==> src/rtl/m3_keycmdgen.sv <==
// m3_keycmdgen: operator key front-end for the three-phase motor controller.
// Synchronises and debounces seven raw push-buttons, derives start / force-stop /
// direction levels, and generates single-cycle frequency and power INC/DEC
// pulses with hold-then-repeat behaviour while a key is kept pressed.
module m3_keycmdgen #(
   parameter int CLK_PER_MS  = 1000,
   parameter int DEBOUNCE_MS = 20,
   parameter int HOLD_MS     = 500,
   parameter int REPEAT_MS   = 100
) (
   input  logic clkI,
   input  logic rstI,
   input  logic keyStartI,
   input  logic keyStopI,
   input  logic keyDirI,
   input  logic keyFreqUpI,
   input  logic keyFreqDownI,
   input  logic keyPowerUpI,
   input  logic keyPowerDownI,
   output logic m3startO,
   output logic m3forceStopO,
   output logic m3invRotateO,
   output logic m3freqINCo,
   output logic m3freqDECo,
   output logic m3powerINCo,
   output logic m3powerDECo
);

   localparam int MSW = (CLK_PER_MS > 1) ? $clog2(CLK_PER_MS) : 1;
   localparam logic [MSW-1:0] MS_LAST   = MSW'(CLK_PER_MS - 1);
   localparam logic [7:0]     DEB_LAST  = 8'(DEBOUNCE_MS - 1);
   localparam logic [9:0]     HOLD_LAST = 10'(HOLD_MS - 1);
   localparam logic [9:0]     REP_LAST  = 10'(REPEAT_MS - 1);

   // key bit positions inside the packed key vectors
   localparam int K_START = 0;
   localparam int K_STOP  = 1;
   localparam int K_DIR   = 2;
   localparam int K_FUP   = 3;
   localparam int K_FDN   = 4;
   localparam int K_PUP   = 5;
   localparam int K_PDN   = 6;

   typedef enum logic [1:0] {
      ST_IDLE   = 2'd0,
      ST_HOLD   = 2'd1,
      ST_REPEAT = 2'd2
   } rpt_state_t;

   logic [6:0]       w_raw;
   logic [6:0]       r_sync1;
   logic [6:0]       r_sync2;
   logic [6:0]       r_deb;
   logic [6:0][7:0]  r_cnt;
   logic [1:0]       r_edge_d;       // {dir, start} debounced levels, one cycle late
   logic [MSW-1:0]   r_ms_cnt;
   logic             w_tick;
   logic             w_stop;
   logic             w_rise_start;
   logic             w_rise_dir;
   logic             r_start;
   logic             r_force_stop;
   logic             r_inv;

   // pair index 0 = frequency, 1 = power
   logic [1:0]       w_up;
   logic [1:0]       w_dn;
   logic [1:0]       w_act;
   logic [1:0]       w_act_rise;
   logic [1:0]       r_act_d;
   logic [1:0]       r_up_dir;
   logic [1:0]       r_inc;
   logic [1:0]       r_dec;
   rpt_state_t [1:0] r_state;
   logic [1:0][9:0]  r_tmr;

   assign w_raw = {keyPowerDownI, keyPowerUpI, keyFreqDownI, keyFreqUpI,
                   keyDirI, keyStopI, keyStartI};

   assign w_tick       = (r_ms_cnt == MS_LAST);
   assign w_stop       = r_deb[K_STOP];
   assign w_rise_start = r_deb[K_START] & ~r_edge_d[0];
   assign w_rise_dir   = r_deb[K_DIR]   & ~r_edge_d[1];

   assign w_up       = {r_deb[K_PUP], r_deb[K_FUP]};
   assign w_dn       = {r_deb[K_PDN], r_deb[K_FDN]};
   assign w_act      = w_up ^ w_dn;           // exactly one key of the pair held
   assign w_act_rise = w_act & ~r_act_d;

   assign m3startO     = r_start;
   assign m3forceStopO = r_force_stop;
   assign m3invRotateO = r_inv;
   assign m3freqINCo   = r_inc[0];
   assign m3freqDECo   = r_dec[0];
   assign m3powerINCo  = r_inc[1];
   assign m3powerDECo  = r_dec[1];

   // Two-flop synchroniser bringing the asynchronous keys into the clock domain
   always_ff @(posedge clkI) begin
      if (rstI) begin
         r_sync1 <= 7'b0;
         r_sync2 <= 7'b0;
      end else begin
         r_sync1 <= w_raw;
         r_sync2 <= r_sync1;
      end
   end

   // Free-running millisecond prescaler; w_tick marks its last count
   always_ff @(posedge clkI) begin
      if (rstI) begin
         r_ms_cnt <= MSW'(0);
      end else if (w_tick) begin
         r_ms_cnt <= MSW'(0);
      end else begin
         r_ms_cnt <= r_ms_cnt + MSW'(1);
      end
   end

   // Per-key debounce: a change is accepted only after DEBOUNCE_MS consecutive mismatching ticks
   always_ff @(posedge clkI) begin
      if (rstI) begin
         r_deb <= 7'b0;
         r_cnt <= '{default: 8'd0};
      end else begin
         for (int k = 0; k < 7; k++) begin
            if (r_sync2[k] == r_deb[k]) begin
               r_cnt[k] <= 8'd0;
            end else if (w_tick) begin
               if (r_cnt[k] == DEB_LAST) begin
                  r_deb[k] <= ~r_deb[k];
                  r_cnt[k] <= 8'd0;
               end else begin
                  r_cnt[k] <= r_cnt[k] + 8'd1;
               end
            end
         end
      end
   end

   // Start/stop/direction levels; stop dominates start, direction frozen while running
   always_ff @(posedge clkI) begin
      if (rstI) begin
         r_edge_d     <= 2'b00;
         r_start      <= 1'b0;
         r_force_stop <= 1'b0;
         r_inv        <= 1'b0;
      end else begin
         r_edge_d     <= {r_deb[K_DIR], r_deb[K_START]};
         r_force_stop <= w_stop;
         if (w_stop) begin
            r_start <= 1'b0;
         end else if (w_rise_start) begin
            r_start <= 1'b1;
         end
         if (w_rise_dir && !r_start) begin
            r_inv <= ~r_inv;
         end
      end
   end

   // Hold/repeat pulse generators for the frequency and power key pairs
   always_ff @(posedge clkI) begin
      if (rstI) begin
         r_act_d  <= 2'b00;
         r_up_dir <= 2'b00;
         r_inc    <= 2'b00;
         r_dec    <= 2'b00;
         r_state  <= {ST_IDLE, ST_IDLE};
         r_tmr    <= '{default: 10'd0};
      end else begin
         r_act_d <= w_act;
         r_inc   <= 2'b00;
         r_dec   <= 2'b00;
         for (int p = 0; p < 2; p++) begin
            if (w_stop) begin
               r_state[p] <= ST_IDLE;
               r_tmr[p]   <= 10'd0;
            end else begin
               case (r_state[p])
                  ST_IDLE: begin
                     if (w_act_rise[p]) begin
                        r_state[p]  <= ST_HOLD;
                        r_tmr[p]    <= 10'd0;
                        r_up_dir[p] <= w_up[p];
                        r_inc[p]    <= w_up[p];
                        r_dec[p]    <= ~w_up[p];
                     end
                  end
                  ST_HOLD: begin
                     if (!w_act[p]) begin
                        r_state[p] <= ST_IDLE;
                        r_tmr[p]   <= 10'd0;
                     end else if (w_tick) begin
                        if (r_tmr[p] == HOLD_LAST) begin
                           r_state[p] <= ST_REPEAT;
                           r_tmr[p]   <= 10'd0;
                           r_inc[p]   <= r_up_dir[p];
                           r_dec[p]   <= ~r_up_dir[p];
                        end else begin
                           r_tmr[p] <= r_tmr[p] + 10'd1;
                        end
                     end
                  end
                  ST_REPEAT: begin
                     if (!w_act[p]) begin
                        r_state[p] <= ST_IDLE;
                        r_tmr[p]   <= 10'd0;
                     end else if (w_tick) begin
                        if (r_tmr[p] == REP_LAST) begin
                           r_tmr[p] <= 10'd0;
                           r_inc[p] <= r_up_dir[p];
                           r_dec[p] <= ~r_up_dir[p];
                        end else begin
                           r_tmr[p] <= r_tmr[p] + 10'd1;
                        end
                     end
                  end
                  default: begin
                     r_state[p] <= ST_IDLE;
                     r_tmr[p]   <= 10'd0;
                  end
               endcase
            end
         end
      end
   end

endmodule

==> config.mk <==
export PLATFORM = sky130hd
export DESIGN_NAME = m3_keycmdgen
export DESIGN_NICKNAME = d
export VERILOG_FILES = /design/src/rtl/m3_keycmdgen.sv
export SDC_FILE = /design/constraint.sdc
export NUM_CORES = 1
export LEC_CHECK = 0
export CORE_MARGIN = 1
export CORE_UTILIZATION = 29
export DETAILED_ROUTE_END_ITERATION = 10
export GPL_TIMING_DRIVEN = 0
export HOLD_SLACK_MARGIN = 0.08
export PLACE_DENSITY_LB_ADDON = 0.08
export SLEW_MARGIN = 5
export SYNTH_ARGS = -nofsm -noshare
export SYNTH_HDL_FRONTEND = slang
export SYNTH_SLANG_ARGS = --single-unit
==> constraint.sdc <==
create_clock -name clkI -period 2.6 [get_ports clkI]
set_input_delay 0.52 -clock clkI [delete_from_list [all_inputs] [get_ports clkI]]
set_output_delay 0.52 -clock clkI [all_outputs]
set_load 0.02 [all_outputs]
# Word-level counts from Yosys, hierarchy flattened
# Index checks and enable logic that the tools add are counted.
# classes
addsub,10
n_eq_ne,33
bitwise,24
reduce_logical,26
mux,67
# op_table
op,n
10-bit two-way mux,14
10-bit one-hot mux with 3 select lines,2
"8-bit by 1-bit adder with 8-bit output, second input constant",7
"8-bit by 5-bit equality test with 1-bit output, second input constant",7
8-bit two-way mux,7
3-bit AND reduction,11
"10-bit by 1-bit adder with 10-bit output, second input constant",3
1-bit two-way mux,28
"10-bit by 7-bit equality test with 1-bit output, second input constant",2
"10-bit by 9-bit equality test with 1-bit output, second input constant",2
2-bit two-way mux,10
1-bit inverter,19
"3-bit != test, second input constant",6
2-bit OR reduction,9
1-bit one-hot mux with 3 select lines,4
2-bit one-hot mux with 3 select lines,2
"10-bit equality test, second input constant",1
"2-bit != test, second input constant",4
4-bit AND reduction,2
1-bit equality test,7
"2-bit by 1-bit equality test with 1-bit output, second input constant",2
"2-bit equality test, second input constant",2
2-bit zero test,2
1-bit bitwise AND,2
5 further kinds,5
# totals
wordCells,190
ff_bits,124
out_inout_bits,7
in_bits,9

# Depth between registers and ports, before layout
# logic_depth
word_depth,5
depth_mapped,8
mapped_depth_nobuf,7

# Worst setup path before layout
# Ideal clock, no wire load.
# synth_timing
kind,register -> register
from,register r_ms_cnt[0]
to,register r_state[3] in the netlist's numbering
t_required_ps,2528
setup_time_ps,72
n_path_buf,1
synth_period_minus_slack_ps,2049
setup_slack_ps,551
arrival_time_ps,1977
path_stages_with_launch,8
cell_sequence,dfxtp_1 -> ha_1 -> nand4b_2 -> or3_1 -> buf_6 -> or3_4 -> a31oi_4 -> mux2i_1
# synth_via
elab_chain_len,3
# synth_lines
element,line_no,text
"start, declared",56,logic [MSW-1:0] r_ms_cnt;
"start signal, assigned",116,r_ms_cnt <= r_ms_cnt + MSW'(1);
10-bit equality test,80,assign w_tick = (r_ms_cnt == MS_LAST);
3-bit != test (no line),--,
4-bit AND reduction (no line),--,
"end signal, assigned",169,"r_state <= {ST_IDLE, ST_IDLE};"
"end, declared",74,rpt_state_t [1:0] r_state;
# Every way passes these cells.
# A chain may end at the register's enable or synchronous reset.

# Final worst setup path
# layout_timing
from,register r_ms_cnt[0]
to,register r_cnt[32] in the netlist's numbering
# layout_via
elab_chain_len,1
# layout_lines
element,line_no,text
10-bit equality test,80,
"end signal, assigned by index",134,r_cnt[k] <= r_cnt[k] + 8'd1;
"end, declared",54,logic [6:0][7:0] r_cnt;
# Every way passes these cells.

==> flow_summary_export.csv <==
group,metric,value,unit
floorplan,die_h,143,µm
cells_and_area,fillCellCount,2026,
clock_tree,cts.path.max_buffers,2,
placement,dp.final_hpwl,9400,µm
setup_path,r2r_cells,7,
setup_path,critical-path-top-delay-family,"simple AND/OR/NAND/NOR gates",
timing,hold_viol,0,
setup_path,setup_slack_of_the_worst_register_to_register_path,0.22,ns
timing,drv_slew,0,
detailed_routing,routed_wl,13900,µm
setup_path,crit_buf_inv,1,
grt,grt_pass1_vias,4586,
setup_path,reg2reg_to,"r_cnt[32]",
timing,timing.slew.headroom,52.4,%
clock_tree,ctsRootBufferMaster,"sky130_fd_sc_hd__clkbuf_16",
detailed_routing,post_drt_antenna_nets,0,
setup_path,worst_ep_arrival_time,2.65,ns
clock_tree,worst_skew_pair.late_latency,0.41,ns
timing,fin_worst_hold_slack,0.438,ns
setup_path,critical-path-max-stage-delay,0.39,ns
cells_and_area,flow.area_growth_from_synthesis,19.1,%
grt,largest_net_degree_at_the_start_of_global_routing,17,
floorplan,floorplan.die.width,143,µm
setup_path,criticalPathCategory,"flop to flop",
clock_tree,tritoncts,"yes",
clock_tree,cts_htree_levels,4,
grt,antenna_found_initial,0,
placement,place_inst,925,
grt,grt_overflow,0,
clock_tree,cts_hold_repair.buffers,0,
floorplan,io-pin-count,16,
clock_tree,tritoncts_num_sinks,124,
detailed_routing,wire_per_inst,14.5,µm
yosys,yosys.area.top_type_share,43.3,%
timing,rsz0062_at_grt,"false",
yosys,syn_inst,646,
detailed_routing,first_iter_violations,276,
min_path,holdCritStartpoint,"r_sync1[3]",
cells_and_area,mostFrequentLayoutCell,"sky130_fd_sc_hd__dfxtp_1",
cells_and_area,nNetsFinal,708,
detailed_routing,detailroute.via_count,4641,
setup_path,worstSetupStartpoint,"r_ms_cnt[0]",
timing,timing_worst_slew_pin_value,0.708,ns
power_and_ir_drop,vdd_drop_max,0.000425,V
cells_and_area,final_layout_size_suffix_gt1_share,6.93,%
setup_path,worstPathCellList,"ha_1 -> nand4b_2 -> nor3_4 -> buf_2 -> nand4_1 -> nand2_1 -> nor2_1",
floorplan,floorplan.initialDensity,29.5,%
floorplan,rows,51,
clock_tree,cts_buffers,17,
run,cap_viol_max_count,0,
floorplan,floorplan.die_area,0.0203,mm²
setup_path,worst-path-max-fanout,10,
setup_path,timing.critical_path.from_type,"flop",
placement,count_of_input_and_output_buffers,14,
timing,max_clock_freq,421,MHz
setup_path,r2r-start,"r_ms_cnt[0]",
yosys,postSynth.asyncResetShare,0,%
timing,finClkSkew,0.00851,ns
grt,gr-usage-all-layers,15.1,%
power_and_ir_drop,cellPowerDensity,652,mW/mm²
setup_path,critPathRequiredTime,2.88,ns
yosys,synth_top_cells_by_area,"sky130_fd_sc_hd__dfxtp_1 (43%), sky130_fd_sc_hd__nor2_1 (6.0%), sky130_fd_sc_hd__xor2_1 (5.7%)",
floorplan,fp.coreArea,0.0194,mm²
timing,share_of_the_clock_period_used_by_the_worst_path,91.4,%
setup_path,worst_setup_path_end_kind,"flop",
setup_path,worstSetupPathDepth,7,
detailed_routing,drt_pass1_iterations,5,
yosys,synth-warning-count,0,
detailed_routing,drt_drc_violations_left,0,
yosys,yosys_register_bits,124,
placement,final_replace_weighted_congestion,0.783,
status,status,"completed",
yosys,synth_cell_type_count,53,
min_path,hold_class,"flop to flop",
setup_path,crit_slowest_cell,"sky130_fd_sc_hd__buf_2",
timing,period_needed,2.38,ns
min_path,min_delay_path_depth,1,
power_and_ir_drop,leakage,2.41,nW
detailed_routing,viasPerCell,4.84,
yosys,synth_edf_count,0,
clock_tree,path_clk_slew,0.05,ns
min_path,hold-path-endpoint,"r_sync2[3]",
yosys,synth_area_leader_cell,"sky130_fd_sc_hd__dfxtp_1",
yosys,syn-mean-instance-area,8.87,µm²
cells_and_area,final_cell_mix,"sky130_fd_sc_hd__dfxtp_1 (124), sky130_fd_sc_hd__nor2_1 (91), sky130_fd_sc_hd__nand2_1 (48)",
yosys,dominantRegCellSynth,"sky130_fd_sc_hd__dfxtp_1",
yosys,synth_seq_area_share,43.3,%
yosys,post_synth_instance_area,0.00573,mm²
cells_and_area,finalNonFillerCells,958,
yosys,syn-num-nets,673,
grt,wire_length_of_the_first_global_routing_pass,23500,µm
timing,setup-violations-final,0,
cells_and_area,antennaDiodeCount,0,
## logic make-up (layout without fill, tap and decap cells)
group	Yosys count	count (layout)	share of synthesized area, %
AOI/OAI and AO/OA	68	68	8.12
xor gates and xnor gates	67	67	10.2
adders and majority gates	18	18	3.93
buffers and inverters	37	84	2.69
DFF	124	124	43.3
muxes	19	19	3.34
and+or+nand+nor	313	313	28.4
## power breakdown
part           internal (mW)  total, mW  switching, mW  leakage [nW]
Clock                   1.57       2.40          0.822         0.290
Sequential              1.92       1.93         0.0119          1.00
Combinational         0.0428      0.123         0.0799          1.11
Total                   3.54       4.45          0.914          2.41
## flip-flops by register name, summed over array words and instances (netlist names)
register,count
r_deb,7
r_state,4
r_act_d,2
m3invRotateO,1
r_sync2,7
r_tmr,20
r_sync1,7
m3startO,1
m3forceStopO,1
r_dec,2
r_cnt,56
r_ms_cnt,10
r_up_dir,2
r_inc,2
r_edge_d,2
## stage by stage
step	total power [mW]	utilization (%)	setup WS (ns)	instance area, µm²	TNS [ns]
finish	4.45	35.2	0.225	6830	0
global route	4.63	35.2	0.0425	6830	0
global placement	2.09	32.0	-0.447	6200	-6.16
floorplan	2.05	-	0.551	5730	0
detailed placement	2.10	32.0	-0.423	6200	-6.45
CTS	4.53	35.1	0.00406	6800	0
## worst reg2reg max path, cell delays in order (launching register included)
cell and delay, ns:
sky130_fd_sc_hd__dfxtp_1 0.37, sky130_fd_sc_hd__ha_1 0.24, sky130_fd_sc_hd__nand4b_2 0.27, sky130_fd_sc_hd__nor3_4 0.32
sky130_fd_sc_hd__buf_2 0.39, sky130_fd_sc_hd__nand4_1 0.26, sky130_fd_sc_hd__nand2_1 0.30, sky130_fd_sc_hd__nor2_1 0.10
## final cells by class
type                       count  area (µm²)  share of cell area, %
buffer                        24         109                   1.59
clock buffer                  24         482                   7.06
clock inverter                 7         113                   1.65
inverter                      12        45.0                  0.660
multi-input combinational    485        3100                   45.4
sequential                   124        2480                   36.4
tap                          265         332                   4.86
timing repair buffer          17         163                   2.38
## routing by layer
metal  GRT usage, %  part of all wire [%]  vias to the layer above
met4           5.21                   1.4                        0
met2           23.1                    44                       90
li1               -                     -                     2359
met1           20.6                    51                     2178
met5              0                     0                        -
met3           3.70                   3.1                       14
## worst max path at each step
stage / slack, ns / to
floorplan: 0.55 / r_state[3]
global placement: -0.45 / r_state[1]
detailed placement: -0.42 / r_state[1]
CTS: 0.004 / r_state[1]
global route: 0.04 / r_state[1]
finish: 0.22 / r_cnt[32]
## cell usage after synthesis (all sizes together), types with 4 or more instances
master  count
a22oi       4
xnor2      30
nor3       33
nor4b       9
and2        5
dfxtp     124
xor2       37
inv        12
a32oi       4
nor2       91
and4        4
a32o        7
buf         9
o21ai      19
and3       13
nand4      32
clkbuf     16
a21oi      19
nand3      28
nand2      48
ha         18
mux2i      18
nor3b       8
nor2b      21
nor4        5
or3         7
## repair_timing
item	in CTS	in global routing
setup endpoints to repair	45	55
resized for setup	1	3
gates cloned	0	0
pin swaps	0	1
buffers inserted	0	3
Power figures use the tool's default switching activity.
==> edit 1 (config.mk and constraints unchanged) <==
One comparison of `r_ms_cnt` changes from == to >=.
--- a/src/rtl/m3_keycmdgen.sv
+++ b/src/rtl/m3_keycmdgen.sv
@@ -77,7 +77,7 @@
    assign w_raw = {keyPowerDownI, keyPowerUpI, keyFreqDownI, keyFreqUpI,
                    keyDirI, keyStopI, keyStartI};
 
-   assign w_tick       = (r_ms_cnt == MS_LAST);
+   assign w_tick       = (r_ms_cnt >= MS_LAST);
    assign w_stop       = r_deb[K_STOP];
    assign w_rise_start = r_deb[K_START] & ~r_edge_d[0];
    assign w_rise_dir   = r_deb[K_DIR]   & ~r_edge_d[1];
Formal check against the unedited RTL: no difference found for any inputs over 4 cycles, from zero or initial values and one cycle with rstI high; that may be too few to reach the edited logic, so the function may still have changed.
==> edit 1 against the original RTL <==
Critical path depth stayed put. Power is 0.85% higher. Area after synthesis is 0.87% higher. Hold slack worse by 0.0026 ns. Combinational power is 9% higher. Count of clock-buffer cells in the layout is 6 lower. Setup slack better by 0.035 ns. Design area is 0.53% higher. Sequential cell count stayed put. Routed wire length is 2.4% lower. First-iteration DRC count is 31% lower.
==> edit 1: results (changes against the original RTL) <==
clock_tree:
  postCtsSetupBuffers: 0  # unchanged
  clockBufferDepth: 2  # unchanged
  clk_pin_slew_ns: 0.06
  ctsResizeCount: 0  # -1
  h-tree-depth: 4  # unchanged
grt:
  grt_pass1_wl_um: 22430  # -4.7%
  grt_pass1_vias: 4414  # -3.8%
  grt_max_degree: 17  # unchanged
  grt_use_total_pct: 14.34  # -0.78 points
  antenna_found_initial: 0  # unchanged
power:
  vdd_drop_max_uv: 475.7  # +12%
  p_leak_nw: 2.491  # +3.5%
yosys:
  ys_top_cells_by_count: "dfxtp_1 (124), nor2_1 (90), nand4_1 (39)"
  synth_area_leaders: "dfxtp_1 (43%), nor2_1 (5.8%), xor2_1 (5.3%)"
  yosysUniqueCellTypes: 46  # -13%
  ys_seq_area_share_pct: 42.93  # -0.37 points
  ys_warn_count: 0  # unchanged
  syn_nets: 656  # -2.5%
  synth-async-reset-ratio_pct: 0  # unchanged
finish:
  drive_gt1_share_pct: 9.792  # +2.9 points
  layout.nets: 689  # -2.7%
  fillCellCount: 2059  # +1.6%
timing:
  relSlewSlack_pct: 40.97  # -11 points
  clock_skew_ns: 0.01349  # +0.004979 ns
placement:
  place_congestion: 0.7758  # -0.87%
  dp_slack_ns: -0.1255  # +0.2977 ns
  hpwl_um: 9339  # -0.60%
route:
  dr.pass1.iters: 4  # -1
  routed-wl-met3_um: 317  # -26%
  met1_length_um: 6641  # -6.5%
  via_per_inst: 4.831  # -0.28%
  drt-total-wl_um: 13540  # -2.4%
  dr_wl_met2_um: 6410  # +4.3%
  drtIter0Drc: 191  # -31%
hold_path:
  hold_path.class: "reg -> reg"
critical_path:
  path_max_fanout: 10  # unchanged
  cp_top_family: "buffers and inverters"
  cpPeakStageDelay_ns: 0.68  # +0.29 ns
  slowest_stage: "clkbuf_1"
  cp.arrival_ns: 2.62  # -0.03 ns
status:
  run_status: "finished clean"
## edit 1: cell count changes in the layout (fill, tap and decap cells not counted), moves of 8 or more
| cell | delta |
|---|---|
| a21oi_1 | -8 |
| nor3_1 | -9 |
| nand2_1 | -11 |
| o41ai_2 | +12 |
| a32oi_1 | +10 |
| and3_1 | +16 |
| nand4_1 | +8 |
## edit 1: layer usage
layer  vias to the layer above  track usage [%]
met5                         -                0
met4                         0            5.263
met3                         9            3.421
met2                        55            23.11
met1                      2171            18.50
li1                       2301                -
## edit 1: area by class of cell
type / count / area (sq um) / area share, %
plain buffers: 29 / 148.9 / 2.170
clock buffers: 18 / 439.2 / 6.399
clock inverters: 13 / 170.2 / 2.479
inverters: 10 / 37.54 / 0.5469
multi-input cells: 466 / 3113 / 45.36
flip-flops and latches: 124 / 2482 / 36.17
well taps: 265 / 331.6 / 4.831
repair buffers: 14 / 140.1 / 2.042
## edit 1: kinds of logic (layout without fill, tap and decap cells)
logic type,Yosys count,count (layout),synth area share (%)
AND/OR/NAND/NOR,299,299,27.07
flip-flops,124,124,42.93
XOR/XNOR,68,68,10.56
AO/OA/AOI/OAI,66,66,9.717
buffers and inverters,39,84,3.224
adder cells (fa/ha/maj),18,18,3.895
multiplexers,15,15,2.597
## edit 1: final timing paths
| path | start | end | slack (ns) | depth (start not counted) |
|---|---|---|---|---|
| setup / recovery | r_ms_cnt[0] | r_inc[0] | 0.26 | 7 |
| hold / removal | r_sync1[0] | r_sync2[0] | 0.44 | 1 |
| setup reg to reg | r_ms_cnt[0] | r_inc[0] | 0.26 | 7 |
| hold reg to reg | r_sync1[0] | r_sync2[0] | 0.44 | 1 |
## edit 1: through the flow
step,instance area [sq um],total power [mW],std cells,hold WS [ns]
after floorplan,5782,2.057,629,0.4138
after global placement,6254,2.109,908,0.4241
after detailed placement,6254,2.108,908,0.4234
after CTS,6863,4.563,939,0.4380
after global routing,6863,4.673,939,0.4548
final,6863,4.487,939,0.4356
## edit 1: power breakdown
part | internal (mW) | total (mW) | switching, mW
clock | 1.53 | 2.42 | 0.890
combinational | 0.0457 | 0.134 | 0.0885
sequential | 1.92 | 1.93 | 0.0119
==> edit 2 (same settings) <==
Without the edit above. The parameter `CLK_PER_MS` goes from 1000 to 2000.
--- a/src/rtl/m3_keycmdgen.sv
+++ b/src/rtl/m3_keycmdgen.sv
@@ -3,7 +3,7 @@
 // direction levels, and generates single-cycle frequency and power INC/DEC
 // pulses with hold-then-repeat behaviour while a key is kept pressed.
 module m3_keycmdgen #(
-   parameter int CLK_PER_MS  = 1000,
+   parameter int CLK_PER_MS  = 2000,
    parameter int DEBOUNCE_MS = 20,
    parameter int HOLD_MS     = 500,
    parameter int REPEAT_MS   = 100
Function: same outputs for any inputs over 4 cycles, from zero or initial values and one cycle with rstI high; that may be too few to reach the edited logic, so the function may still have changed.
==> edit 2 against the original RTL <==
Count of clock-buffer cells in the layout decreased by 6. Routed wire length is 5.6% lower. Largest cell class unchanged. Sequential share of layout area rose by 0.21 points. Hold slack got worse by 0.0021 ns. First-iteration DRC count fell by 22%. Maximum frequency down 1.9%. Area after synthesis fell by 1.3%. Highest routed layer unchanged. Power up 9.3%. Setup slack got worse by 0.047 ns. Sequential cell count rose by 1. Clock power rose by 13%. Design area grew 0.24%.
==> edit 2: results (changes against the original RTL) <==
critical_path:
  cpPeakStageDelay_ns: 0.55  # +0.16 ns
  r2r_slack_ns: 0.19  # -0.03 ns
  r2r_end: "r_cnt[18]"
  cp.arrival_ns: 2.70  # +0.05 ns
  cp_top_family: "buffers and inverters"
  r2r_cells: 7  # unchanged
hold_path:
  worst_hold_startpoint: "r_sync1[1]"
  hold_end: "r_sync2[1]"
grt:
  met2_usage_pct: 21.88  # -1.3 points
  met1_usage_pct: 18.61  # -2.0 points
  grtUsageMet3_pct: 3.206  # -0.50 points
  grt_pass1_vias: 4194  # -8.5%
  grt_pass1_wl_um: 21620  # -8.1%
placement:
  hpwl_um: 8933  # -4.9%
  portBuffers: 15  # +1
  place_congestion: 0.7523  # -3.9%
timing:
  holdWs_ns: 0.4362  # -0.002052 ns
  clock_skew_ns: 0.007969  # -0.0005395 ns
  tightest_slew_ns: 0.7886  # +0.08110 ns
power:
  total_power_mw: 4.861  # +9.3%
  p_sw_mw: 1.044  # +14%
  combPwrFrac_pct: 4.0  # +1.2 points
  p_leak_nw: 2.391  # -0.64%
  vdd_drop_max_uv: 425.6  # about the same
  seq_power_share_pct: 40.4  # -3.0 points
yosys:
  syn_nets: 648  # -3.7%
  yosysUniqueCellTypes: 56  # +5.7%
  synth.area.mux_share_pct: 3.738  # +0.40 points
  synth_xor_area_share_pct: 12.85  # +2.6 points
  ys_seq_area_share_pct: 44.24  # +0.93 points
  ys_top_cells_by_count: "dfxtp_1 (125), nor2_1 (106), xor2_1 (47)"
  synth_area_leaders: "dfxtp_1 (44%), xor2_1 (7.3%), nor2_1 (7.0%)"
  synth_fa_ha_area_share_pct: 3.981  # +0.052 points
  synth-compound-area-share_pct: 5.928  # -2.2 points
status:
  run_status: "finished clean"
clock_tree:
  h-tree-depth: 4  # unchanged
  numCtsBuffers: 17  # unchanged
finish:
  drive_gt1_share_pct: 8.383  # +1.5 points
  fillCellCount: 1956  # -3.5%
  largestRegisters: "r_cnt: 56 flops, r_tmr: 20 flops, r_ms_cnt: 11 flops"
  layout.nets: 682  # -3.7%
route:
  dr_wl_met2_um: 5867  # -4.6%
  routedWlPerCell_um: 14.11  # -2.6%
  met1_length_um: 6608  # -7.0%
  vias: 4338  # -6.5%
  routed-wl-met3_um: 455  # +6.8%
  dr.pass1.iters: 4  # -1
job:
  maxCapViolations: 0  # unchanged
==> edit 2: how the worst max path moves through the flow <==
stage	slack [ns]	start	to
final	0.18	rstI	r_ms_cnt[3]
after detailed placement	-0.60	r_ms_cnt[0]	r_cnt[19]
after global routing	0.02	rstI	r_ms_cnt[3]
after global placement	-0.59	r_ms_cnt[0]	r_cnt[20]
after CTS	0.06	r_ms_cnt[0]	r_inc[1]
after floorplan	0.37	r_ms_cnt[0]	r_state[0]
==> edit 2: through the flow <==
| step | setup slack (ns) | area [sq um] | instances |
|---|---|---|---|
| 2_1_floorplan | 0.3728 | 5657 | 621 |
| 3_3_place_gp | -0.5925 | 6132 | 896 |
| 3_5_place_dp | -0.5957 | 6132 | 896 |
| 4_1_cts | 0.06140 | 6832 | 928 |
| 5_1_grt | 0.02107 | 6843 | 928 |
| 6_report | 0.1781 | 6843 | 928 |
==> edit 2: cell families (layout without fill, tap and decap cells) <==
family | after synthesis | count (layout)
adder cells (fa/ha/maj) | 18 | 18
flip-flops | 125 | 125
multiplexers | 21 | 21
XOR/XNOR | 83 | 83
buffers and inverters | 28 | 75
AND/OR/NAND/NOR | 305 | 305
AO/OA/AOI/OAI | 41 | 41
==> edit 2: final cells by class <==
class	instances	area, sq um	share of cell area [%]
multi-input cells	468	3063	44.76
flip-flops and latches	125	2502	36.57
clock buffers	18	429.2	6.272
well taps	260	325.3	4.754
clock inverters	14	240.2	3.511
repair buffers	15	150.1	2.194
plain buffers	19	98.84	1.445
inverters	9	33.78	0.4937
